$ cat src/rtl/keypad_if.sv
// Pin-side bundle of the keypad scanner: row sense in, column drive and key events out.
// state mirrors the scanner FSM (0 SCAN, 1 DEBOUNCE, 2 HELD, 3 RELEASE) for observation.
interface keypad_if #(
    parameter int ROWS   = 4,
    parameter int COLS   = 3,
    parameter int CODE_W = 4
);
    logic [ROWS-1:0]   r;
    logic [COLS-1:0]   c;
    logic              key_valid;
    logic [CODE_W-1:0] key_code;
    logic              key_held;
    logic              multi_err;
    logic [1:0]        state;

    modport master (
        input  r,
        output c, key_valid, key_code, key_held, multi_err, state
    );

    modport slave (
        output r,
        input  c, key_valid, key_code, key_held, multi_err, state
    );
endinterface

$ cat src/rtl/keypad_scanner.sv
// Column-at-a-time scanner for an active-low ROWS x COLS key matrix with press and
// release debounce; reports each press once as key_valid + key_code, flags multi-key columns.
module keypad_scanner #(
    parameter int ROWS     = 4,
    parameter int COLS     = 3,
    parameter int DWELL    = 4,
    parameter int DEBOUNCE = 8,
    parameter int CODE_W   = 4
) (
    input logic      clk,
    input logic      reset,
    keypad_if.master kp
);
    localparam int COL_W = $clog2(COLS);
    localparam int ROW_W = (ROWS > 1) ? $clog2(ROWS) : 1;
    localparam int ZC_W  = $clog2(ROWS + 1);
    localparam int DW_W  = $clog2(DWELL + 1);
    localparam int DB_W  = $clog2(DEBOUNCE + 1);

    if (COLS < 2 || ROWS < 1 || DWELL < 1 || DEBOUNCE < 1 || (2 ** CODE_W) < ROWS * COLS) begin : g_bad_params
        $fatal(1, "keypad_scanner: illegal parameter combination");
    end

    typedef enum logic [1:0] {
        SCAN    = 2'd0,
        DEB     = 2'd1,
        HELD    = 2'd2,
        RELEASE = 2'd3
    } state_t;

    state_t            state;
    logic [COL_W-1:0]  col;
    logic [COLS-1:0]   c_q;
    logic [DW_W-1:0]   dwell;
    logic [DB_W-1:0]   cnt;
    logic [ROWS-1:0]   pattern;
    logic [ROW_W-1:0]  row;
    logic [ROWS-1:0]   stale;
    logic              key_valid_q;
    logic [CODE_W-1:0] key_code_q;
    logic              key_held_q;
    logic              multi_err_q;

    logic [ZC_W-1:0]   zeros;
    logic [ROW_W-1:0]  row_hit;
    logic [COL_W-1:0]  col_inc;
    logic [COLS-1:0]   c_inc;

    always_comb begin
        zeros   = '0;
        row_hit = '0;
        for (int i = 0; i < ROWS; i++) begin
            if (!kp.r[i]) begin
                zeros   = zeros + ZC_W'(1);
                row_hit = ROW_W'(i);
            end
        end
    end

    assign col_inc = (col == COL_W'(COLS - 1)) ? '0 : col + COL_W'(1);
    assign c_inc   = ~(COLS'(1) << col_inc);

    // stale marks column-0 keys already down at reset; they stay ignored until seen released.
    always_ff @(posedge clk) begin
        if (reset) begin
            state       <= SCAN;
            col         <= '0;
            c_q         <= ~COLS'(1);
            dwell       <= '0;
            cnt         <= '0;
            pattern     <= '1;
            row         <= '0;
            stale       <= c_q[0] ? '0 : ~kp.r;
            key_valid_q <= 1'b0;
            key_code_q  <= '0;
            key_held_q  <= 1'b0;
            multi_err_q <= 1'b0;
        end else begin
            key_valid_q <= 1'b0;
            multi_err_q <= 1'b0;
            case (state)
                SCAN: begin
                    if (dwell == DW_W'(DWELL - 1)) begin
                        dwell <= '0;
                        if (col == '0) stale <= stale & ~kp.r;
                        if (zeros == '0 || (zeros == ZC_W'(1) && col == '0 && stale[row_hit])) begin
                            col <= col_inc;
                            c_q <= c_inc;
                        end else if (zeros == ZC_W'(1)) begin
                            pattern <= kp.r;
                            row     <= row_hit;
                            cnt     <= '0;
                            state   <= DEB;
                        end else begin
                            multi_err_q <= 1'b1;
                            cnt         <= '0;
                            state       <= RELEASE;
                        end
                    end else begin
                        dwell <= dwell + DW_W'(1);
                    end
                end
                DEB: begin
                    if (kp.r != pattern) begin
                        dwell <= '0;
                        state <= SCAN;
                    end else if (cnt == DB_W'(DEBOUNCE - 1)) begin
                        key_valid_q <= 1'b1;
                        key_code_q  <= CODE_W'(int'(col) * ROWS + int'(row));
                        key_held_q  <= 1'b1;
                        state       <= HELD;
                    end else begin
                        cnt <= cnt + DB_W'(1);
                    end
                end
                HELD: begin
                    if (&kp.r) begin
                        key_held_q <= 1'b0;
                        cnt        <= '0;
                        state      <= RELEASE;
                    end
                end
                RELEASE: begin
                    if (!(&kp.r)) begin
                        cnt <= '0;
                    end else if (cnt == DB_W'(DEBOUNCE - 1)) begin
                        dwell <= '0;
                        col   <= col_inc;
                        c_q   <= c_inc;
                        state <= SCAN;
                    end else begin
                        cnt <= cnt + DB_W'(1);
                    end
                end
                default: state <= SCAN;
            endcase
        end
    end

    assign kp.c         = c_q;
    assign kp.key_valid = key_valid_q;
    assign kp.key_code  = key_code_q;
    assign kp.key_held  = key_held_q;
    assign kp.multi_err = multi_err_q;
    assign kp.state     = state;
endmodule
$ cat src/flat_wrapper.sv
// flat-port wrapper written by rule: the top's interface ports become plain ports
module keypad_scanner_flat 
#(
    parameter int ROWS     = 4,
    parameter int COLS     = 3,
    parameter int DWELL    = 4,
    parameter int DEBOUNCE = 8,
    parameter int CODE_W   = 4
)
  (clk, reset, kp_r, kp_c, kp_key_valid, kp_key_code, kp_key_held, kp_multi_err, kp_state);
  keypad_if #(.ROWS(ROWS), .COLS(COLS), .CODE_W(CODE_W)) kp_i ();
  input logic clk;
  input logic reset;
  input wire logic [$bits(kp_i.r)-1:0] kp_r;
  output wire logic [$bits(kp_i.c)-1:0] kp_c;
  output wire logic [$bits(kp_i.key_valid)-1:0] kp_key_valid;
  output wire logic [$bits(kp_i.key_code)-1:0] kp_key_code;
  output wire logic [$bits(kp_i.key_held)-1:0] kp_key_held;
  output wire logic [$bits(kp_i.multi_err)-1:0] kp_multi_err;
  output wire logic [$bits(kp_i.state)-1:0] kp_state;
  assign kp_i.r = kp_r;
  assign kp_c = kp_i.c;
  assign kp_key_valid = kp_i.key_valid;
  assign kp_key_code = kp_i.key_code;
  assign kp_key_held = kp_i.key_held;
  assign kp_multi_err = kp_i.multi_err;
  assign kp_state = kp_i.state;
  keypad_scanner #(.ROWS(ROWS), .COLS(COLS), .DWELL(DWELL), .DEBOUNCE(DEBOUNCE), .CODE_W(CODE_W)) u_core (.clk(clk), .reset(reset), .kp(kp_i));
endmodule
$ cat config.mk
export PLATFORM = sky130hd
export DESIGN_NAME = keypad_scanner_flat
export DESIGN_NICKNAME = d
export VERILOG_FILES = /design/src/rtl/keypad_if.sv /design/src/rtl/keypad_scanner.sv /design/src/flat_wrapper.sv
export SDC_FILE = /design/constraint.sdc
export NUM_CORES = 1
export LEC_CHECK = 0
export ABC_CLOCK_PERIOD_IN_PS = 5800
export BUFFER_PORTS_ARGS = -buffer_cell sky130_fd_sc_hd__buf_2
export CAP_MARGIN = 0
export CORE_MARGIN = 2
export CORE_UTILIZATION = 30
export DETAILED_ROUTE_END_ITERATION = 6
export PLACE_DENSITY = 0.44
export SLEW_MARGIN = 20
export SYNTH_ARGS = -nofsm -noshare
export SYNTH_HDL_FRONTEND = slang
export SYNTH_SLANG_ARGS = --single-unit
$ cat constraint.sdc
create_clock -name clk -period 5.8 [get_ports clk]
set_input_delay 1.16 -clock clk [delete_from_list [all_inputs] [get_ports clk]]
set_output_delay 1.16 -clock clk [all_outputs]
set_load 0.03 [all_outputs]
==> results of run 1 <==
## registers in the layout, summed over array words and instances (netlist names)
register,flops
u_core.pattern,4
u_core.kp.multi_err,1
u_core.kp.state,2
u_core.kp.key_valid,1
u_core.col,2
u_core.stale,4
u_core.kp.c,3
u_core.cnt,4
u_core.dwell,3
u_core.row,2
u_core.kp.key_held,1
u_core.kp.key_code,4
## power by group through the flow
stage               clock network, uW  logic [uW]  registers, uW
floorplan                           0         147            289
finish                            177         216            266
detailed placement                  0         217            271
CTS                               183         218            266
global placement                    0         213            269
global route                      194         245            271
## cells by family after synthesis
group | share of synthesized area
xor+xnor | 0.04164
compound gates | 0.1874
simple gates | 0.2067
buf+inv | 0.04683
fa+ha+maj | 0.07435
mux | 0.05056
flops | 0.3926
## routing by layer
layer | vias to the layer above | global-route usage | wire length [microns]
li1 | 694 | - | -
met1 | 668 | 0.1784 | 1852
met2 | 18 | 0.2060 | 1651
met3 | 9 | 0.03068 | 125
met4 | 0 | 0.06379 | 77
met5 | - | 0 | 0
## layout make-up
class,instances,area share
inverter,9,0.01774
clock buffer,7,0.04533
sequential,31,0.3469
clock inverter,1,0.002628
tap,72,0.04731
timing repair buffer,17,0.04468
multi-input combinational,136,0.4954
## worst paths after layout
path	cells after the start	endpoint	slack (ns)
setup / recovery	9	u_core.col[1]	2.25
hold / removal	2	u_core.row[1]	0.46
setup reg to reg	7	u_core.col[1]	3.56
hold reg to reg	2	u_core.row[1]	0.46
## worst max-delay path: stages
cell	delay (ns)
sky130_fd_sc_hd__buf_2	0.16
sky130_fd_sc_hd__inv_1	0.07
sky130_fd_sc_hd__ha_1	0.36
sky130_fd_sc_hd__xnor2_1	0.27
sky130_fd_sc_hd__ha_1	0.29
sky130_fd_sc_hd__o31ai_2	0.47
sky130_fd_sc_hd__a31oi_1	0.37
sky130_fd_sc_hd__nor4b_1	0.47
sky130_fd_sc_hd__a31o_2	0.16
## stage by stage
stage                     utilization  std cells  hold slack, ns
after floorplan                     -        184          0.4356
after global placement         0.3313        265          0.4549
after detailed placement       0.3313        265          0.4545
after CTS                      0.3480        273          0.4644
after global routing           0.3480        273          0.5109
final                          0.3480        273          0.4597
## cell usage in the layout, fill, tap and decap left out, drive strengths merged, types with 2 or more instances in the layout
cell type and count:
a21o 2, a21oi 12, a31o 6, a31oi 3
and3b 2, buf 17, clkbuf 7, dfxtp 27
edfxtp 4, ha 10, inv 9, mux2i 7
nand2 15, nand2b 3, nand3 6, nand3b 2
nor2 14, nor2b 5, nor3 7, nor4 4
nor4b 2, o211ai 5, o21ai 6, o31ai 5
xnor2 3, xor2 5
==> summary.txt, run 1 <==
Layout
  • Flip-flop and latch area: 660.6 sq um
  • Area taken by multi-input logic gates: 943.4 sq um
  • Fraction of layout instances using a drive strength above 1: 0.1841
  • Count of fill cells added during filler insertion: 584
  • Post-synthesis to final-layout area growth: 13.16%
  • Final non-filler cell area: 1904 sq um
  • Number of nets in the finished design: around 220
  • Total inserted antenna cells: 0

Floorplan
  • Die extent in y: approximately 79 microns
  • Die ar.: 6224 sq um
  • Initial cell density of the core: 0.3075
  • Placeable core region: 5473 sq um
  • IO Count: 18
  • Die boundary width: 78.90 microns
  • Core Rows: 27

Clock network
  • Number of hold buffers added after cts: 0
  • Clk pin slew, worst setup/hold paths: 0.07 ns
  • Number of buffers added by the clock tree synthesis step: 5
  • Root Driver: sky130_fd_sc_hd__clkbuf_8
  • TritonCTS clock tree: yes
  • Worst-skew pair later-pin latency: 0.28 ns
  • Number of buffers inserted by post-CTS setup repair: 0
  • H-tree level count: 2
  • CTS Sinks: 31
  • Count of instances resized after the clock tree is built: 0
  • Maximum count of clock buffers along a single path: 2

Min path
  • Class of the tightest hold or removal check: flop to flop
  • HP Start: u_core.row[1]

Timing
  • Number of hold violations in the final report: 0
  • F_max: 281.6 MHz
  • Setup total negative slack: 0 ns
  • Worst Clk Skew: 0.004634 ns
  • Final number of max-transition violations: 0
  • Period utilisation layout: 0.6122
  • Min Clock Period, post-route: 3.551 ns
  • PnR worst setup slack: roughly 2.2 ns
  • Remaining max-slew budget at the tightest pin: 0.5341
  • Final-report setup violation count: 0
  • Setup repair after global routing missed its margin: no
  • Slew of the pin with the lowest slew margin: around 0.70 ns

Placement
  • Number of port buffers: 17
  • Instance area after placement: between 1500 and 2000 sq um
  • Global placement routability congestion: 0.7906
  • Pre-CTS setup slack: between 2 and 2.5 ns
  • HPWL after DPL: 2760 microns

Routing
  • Via-to-Cell Ratio: 5.088
  • DRC violation total after the first TritonRoute iteration: 61
  • Average routed wire per standard cell: 13.58 microns
  • Post-route DRC violation count: 0
  • Total wire length after detailed routing: 3706 microns
  • Via count of the routed design: 1,389
  • DRT antenna net count: 0
  • Total iterations of the first detailed-routing run: 4

Global routing
  • Pin count of the biggest net entering global routing: 27
  • Global route total overflow: 0
  • Initial antenna violation count: 0
  • First-pass GRT wire length: between 6000 and 7000 microns
  • GR Util All Layers: 0.1342
  • Vias in the first global route: 1,376

Job
  • Max-capacitance violation count: 0

Setup path
  • Worst endpoint data arrival time: around 3.8 ns
  • Critical path launch point: kp_r[1]
  • Data required time at the worst endpoint: 6.03 ns
  • Critical-path maximum fanout: 8
  • CP endpoint kind: flop
  • Startpoint class of the critical path: input pin
  • Launch instance of the worst register-to-register path: u_core.cnt[0]
  • Crit path kind: input pin to flop

Pwr
  • Combinational power share: 0.328
  • Worst IR Drop VDD: 0.0001476 V
  • Share of total power in the clock network: 0.268
  • Total chip power: 658.4 uW
  • Net switching power: 234.4 uW
  • Internal power component: roughly 420 uW
  • Pwr Density: 345.8 nW/um^2
  • Flop pwr share: 0.404
  • Pleak: about 0.00084 uW
  • Switching Fraction: 0.3561

Yosys
  • Flip-flop and latch count after synthesis: 31
  • Most used standard cell by instance count after synthesis: sky130_fd_sc_hd__dfxtp_1
  • Proportion of register bits with asynchronous set or reset after synthesis: 0
  • Cell count after synthesis: 184
  • Cell taking the most area after synthesis: sky130_fd_sc_hd__dfxtp_1
  • Number of enable-type register cells in the synthesized netlist: 4
  • Sequential element share of the synthesized area: 0.3926
  • Leading post-synthesis cells by instance count: 27 x sky130_fd_sc_hd__dfxtp_1, 15 x sky130_fd_sc_hd__nand2_1, 14 x sky130_fd_sc_hd__nor2_1
  • Synth Area per Inst: 9.146 sq um
  • Dominant cells by area after synthesis: sky130_fd_sc_hd__dfxtp_1 32%, sky130_fd_sc_hd__ha_1 7.4%, sky130_fd_sc_hd__edfxtp_1 7.1%
  • Netlist area before placement: 1683 sq um
  • Predominant post-synthesis flop cell: sky130_fd_sc_hd__dfxtp_1
  • Syn nets: 200
  • Yosys top cell area share: 0.3212
  • Count of synthesis-stage warnings from yosys: 0
  • Distinct cell type count after synthesis: 44

Outcome
  • Result of the run: completed
Power figures use the tool's default switching activity.
==> run 2, diff against run 1 <==
--- a/config.mk
+++ b/config.mk
@@ -5,13 +5,14 @@
 export SDC_FILE = /design/constraint.sdc
 export NUM_CORES = 1
 export LEC_CHECK = 0
-export ABC_CLOCK_PERIOD_IN_PS = 5800
+export ABC_AREA = 1
+export ABC_CLOCK_PERIOD_IN_PS = 2900
 export BUFFER_PORTS_ARGS = -buffer_cell sky130_fd_sc_hd__buf_2
 export CAP_MARGIN = 0
 export CORE_MARGIN = 2
 export CORE_UTILIZATION = 30
 export DETAILED_ROUTE_END_ITERATION = 6
-export PLACE_DENSITY = 0.44
+export PLACE_DENSITY = 0.46
 export SLEW_MARGIN = 20
 export SYNTH_ARGS = -nofsm -noshare
 export SYNTH_HDL_FRONTEND = slang
==> constraint.sdc (replaced) <==
create_clock -name clk -period 2.9 [get_ports clk]
set_input_delay 0.58 -clock clk [delete_from_list [all_inputs] [get_ports clk]]
set_output_delay 0.58 -clock clk [all_outputs]
set_load 0.03 [all_outputs]
==> run 2 against run 1 <==
Against the previous run: utilization grew 0.20 points; count of clock-buffer cells in the layout is the same; routed wire length grew 11%; die area grew 16%; clock skew grew 0.0024 ns; power grew 140%; sequential power grew 120%; register-to-register slack lost 2.5 ns; sequential share of layout area shrank 5.0 points; design area grew 17%; critical path depth grew 7; global-route usage shrank 0.77 points.
==> summary.txt, run 2 <==
Layout
  • Fin cells: about 360
  • Area taken by multi-input logic gates: 1122 sq um
  • Post-synthesis to final-layout area growth: 13.41%
  • Total inserted antenna cells: 0
  • Flip-flop and latch area: 660.6 sq um
  • Top library cells by usage in the layout, fill and taps aside: 58 x sky130_fd_sc_hd__nand2_1, 29 x sky130_fd_sc_hd__nor2_1, 27 x sky130_fd_sc_hd__inv_1, 27 x sky130_fd_sc_hd__dfxtp_1, 23 x sky130_fd_sc_hd__nand3_1
  • Number of nets in the finished design: 293
  • Count of fill cells added during filler insertion: 682
  • Most common library cell in the layout ignoring fill and taps: sky130_fd_sc_hd__nand2_1
  • Fraction of layout instances using a drive strength above 1: 0.2338
  • Final non-filler cell area: about 2200 sq um

Routing
  • Total wire length after detailed routing: 4125 microns
  • DRT antenna net count: 0
  • Via-to-Cell Ratio: 4.524
  • DRC violation total after the first TritonRoute iteration: 65
  • Average routed wire per standard cell: ~12 microns
  • Total iterations of the first detailed-routing run: 4
  • Post-route DRC violation count: 0
  • Via count of the routed design: about 1,600

Clock network
  • Clk pin slew, worst setup/hold paths: 0.07 ns
  • CTS Sinks: 31
  • TritonCTS clock tree: yes
  • Number of buffers inserted by post-CTS setup repair: 0
  • Number of hold buffers added after cts: 0
  • Maximum count of clock buffers along a single path: 2
  • H-tree level count: 2
  • Worst-skew pair later-pin latency: 0.28 ns
  • Root Driver: sky130_fd_sc_hd__clkbuf_8
  • Number of buffers added by the clock tree synthesis step: 5
  • Count of instances resized after the clock tree is built: 0

Placement
  • HPWL after DPL: roughly 3200 microns
  • Number of port buffers: 17
  • Instance area after placement: about 2100 sq um
  • Pre-CTS setup slack: 0.2284 ns
  • Count of placed standard cells including taps: 347
  • Global placement routability congestion: 0.8017

Yosys
  • Syn nets: 272
  • Count of synthesis-stage warnings from yosys: 0
  • Netlist area before placement: 1959 sq um
  • Distinct cell type count after synthesis: 34
  • Sequential element share of the synthesized area: 0.3372
  • Number of enable-type register cells in the synthesized netlist: 4
  • Predominant post-synthesis flop cell: sky130_fd_sc_hd__dfxtp_1
  • Cell taking the most area after synthesis: sky130_fd_sc_hd__dfxtp_1
  • Cell count after synthesis: 256
  • Most used standard cell by instance count after synthesis: sky130_fd_sc_hd__nand2_1
  • Flip-flop and latch count after synthesis: 31
  • Leading post-synthesis cells by instance count: 58 x sky130_fd_sc_hd__nand2_1, 29 x sky130_fd_sc_hd__nor2_1, 27 x sky130_fd_sc_hd__dfxtp_1, 27 x sky130_fd_sc_hd__inv_1, 23 x sky130_fd_sc_hd__nand3_1
  • Yosys top cell area share: 0.2759
  • Synth Area per Inst: 7.654 sq um
  • Dominant cells by area after synthesis: sky130_fd_sc_hd__dfxtp_1 28%, sky130_fd_sc_hd__nand2_1 11%, sky130_fd_sc_hd__ha_1 6.4%
  • Proportion of register bits with asynchronous set or reset after synthesis: 0

Setup path
  • Reg-to-reg endpoint: u_core.stale[1]
  • Critical path launch point: kp_r[1]
  • End of the critical path: u_core.kp.state[1]
  • Launch instance of the worst register-to-register path: u_core.kp.state[0]
  • Data required time at the worst endpoint: between 3 and 4 ns
  • Crit path kind: input pin to flop
  • Chain of cells forming the critical path: buf_2, inv_1, ha_1, inv_1, nand2_2, nand2_4, inv_1, ha_1, nand2_1, nand2_2, nor2_8, nand3_2, nand2_1, nand2_1, nand2_1, nor2_1
  • Peak per-stage delay on the critical path: between 0.3 and 0.4 ns
  • Number of cell instances on the worst register-to-register path: 7
  • Reg-to-reg slack, setup: 1.05 ns
  • Cell with the largest stage delay on the worst path: sky130_fd_sc_hd__ha_1
  • Worst endpoint data arrival time: 2.54 ns
  • Most common cell type on the critical path: sky130_fd_sc_hd__nand2_1
  • CP endpoint kind: flop
  • Critical-path maximum fanout: 7
  • Startpoint class of the critical path: input pin

Job
  • Max-capacitance violation count: 0

Global routing
  • Initial antenna violation count: 0
  • Pin count of the biggest net entering global routing: 18
  • Vias in the first global route: 1,539
  • Met1 global-route usage: 0.1684
  • GR Util All Layers: 0.1265
  • Global route total overflow: 0
  • First-pass GRT wire length: 7258 microns
  • Global routing's busiest layer: met2
  • Met3 usage in global routing: 0.02918
  • Fraction of met2 tracks used by global routing: 0.2004

Timing
  • F_max: 424.0 MHz
  • Period utilisation layout: 0.8134
  • Setup total negative slack: 0 ns
  • Number of hold violations in the final report: 0
  • PnR worst setup slack: around 0.54 ns
  • Slew of the pin with the lowest slew margin: 0.3990 ns
  • Worst Clk Skew: 0.007067 ns
  • Remaining max-slew budget at the tightest pin: 0.7312
  • Setup repair after global routing missed its margin: no
  • Final-report setup violation count: 0
  • Min Clock Period, post-route: roughly 2.4 ns
  • Final number of max-transition violations: 0

Pwr
  • Pwr Density: between 700 and 800 nW/um^2
  • Worst IR Drop VDD: 0.0004065 V
  • Pleak: roughly 0.0011 uW

Floorplan
  • Die boundary width: 84.82 microns
  • IO Count: 18
  • Die extent in y: roughly 85 microns
  • Initial cell density of the core: 0.3086
  • Placeable core region: about 6300 sq um
  • Core Rows: 29
  • Die ar.: about 7200 sq um

Outcome
  • Result of the run: completed

Min path
  • Class of the tightest hold or removal check: flop to flop
  • Worst hold stages: 2
[run 2: changes by cell type after synthesis, moves of 6 or more]
cell                      before  now
sky130_fd_sc_hd__a31o_2        6    0
sky130_fd_sc_hd__inv_1         9   27
sky130_fd_sc_hd__mux2i_1       7    0
sky130_fd_sc_hd__nand2_1      15   58
sky130_fd_sc_hd__nand2_4       0    8
sky130_fd_sc_hd__nand3_1       6   23
sky130_fd_sc_hd__nor2_1       14   29
[run 2: how the worst min path moves through the flow]
stage	startpoint	endpoint	slack, ns
4_1_cts	u_core.kp.c[2]	u_core.kp.c[2]	0.46
5_1_grt	u_core.kp.c[2]	u_core.kp.c[2]	0.49
3_3_place_gp	u_core.kp.c[2]	u_core.kp.c[2]	0.44
3_5_place_dp	u_core.kp.c[2]	u_core.kp.c[2]	0.44
2_1_floorplan	u_core.row[0]	u_core.row[0]	0.44
6_report	u_core.kp.c[2]	u_core.kp.c[2]	0.46
[run 2: kinds of logic (layout without fill, tap and decap cells)]
logic type / after synthesis / after routing / synth area share
xor gates and xnor gates: 6 / 6 / 0.04597
AOI/OAI and AO/OA: 31 / 31 / 0.09068
buffers and inverters: 39 / 61 / 0.09004
adders and majority gates: 10 / 10 / 0.06386
DFF: 31 / 31 / 0.3372
and+or+nand+nor: 139 / 139 / 0.3723
[run 2: per-stage QoR]
stage / utilization / total power (uW) / hold WS [ns]
2_1_floorplan: - / 1097 / 0.4392
5_1_grt: 0.3500 / 1739 / 0.4885
3_3_place_gp: 0.3338 / 1236 / 0.4424
4_1_cts: 0.3500 / 1627 / 0.4615
3_5_place_dp: 0.3338 / 1234 / 0.4418
6_report: 0.3500 / 1606 / 0.4571
[run 2: final cells by class]
type	count	share of cell area
repair buffers	19	0.04505
well taps	77	0.04336
flip-flops and latches	31	0.2973
clock buffers	7	0.04336
multi-input cells	186	0.5051
clock inverters	1	0.002815
inverters	34	0.06306
[run 2: worst max-delay path: cells and delay by family]
kind | cells | cell delay (ns)
fa+ha+maj | 2 | 0.65
buf+inv | 4 | 0.39
simple gates | 10 | 0.94
[run 2: power breakdown]
group          internal, uW  switching [uW]
registers               516            55.9
clock network           216             169
logic                   220             428
[run 2: layer usage]
metal | vias up | share of wire
met1 | 729 | 0.49
met3 | 7 | 0.028
met4 | 0 | 0.017
met2 | 19 | 0.46
li1 | 851 | -
met5 | - | 0
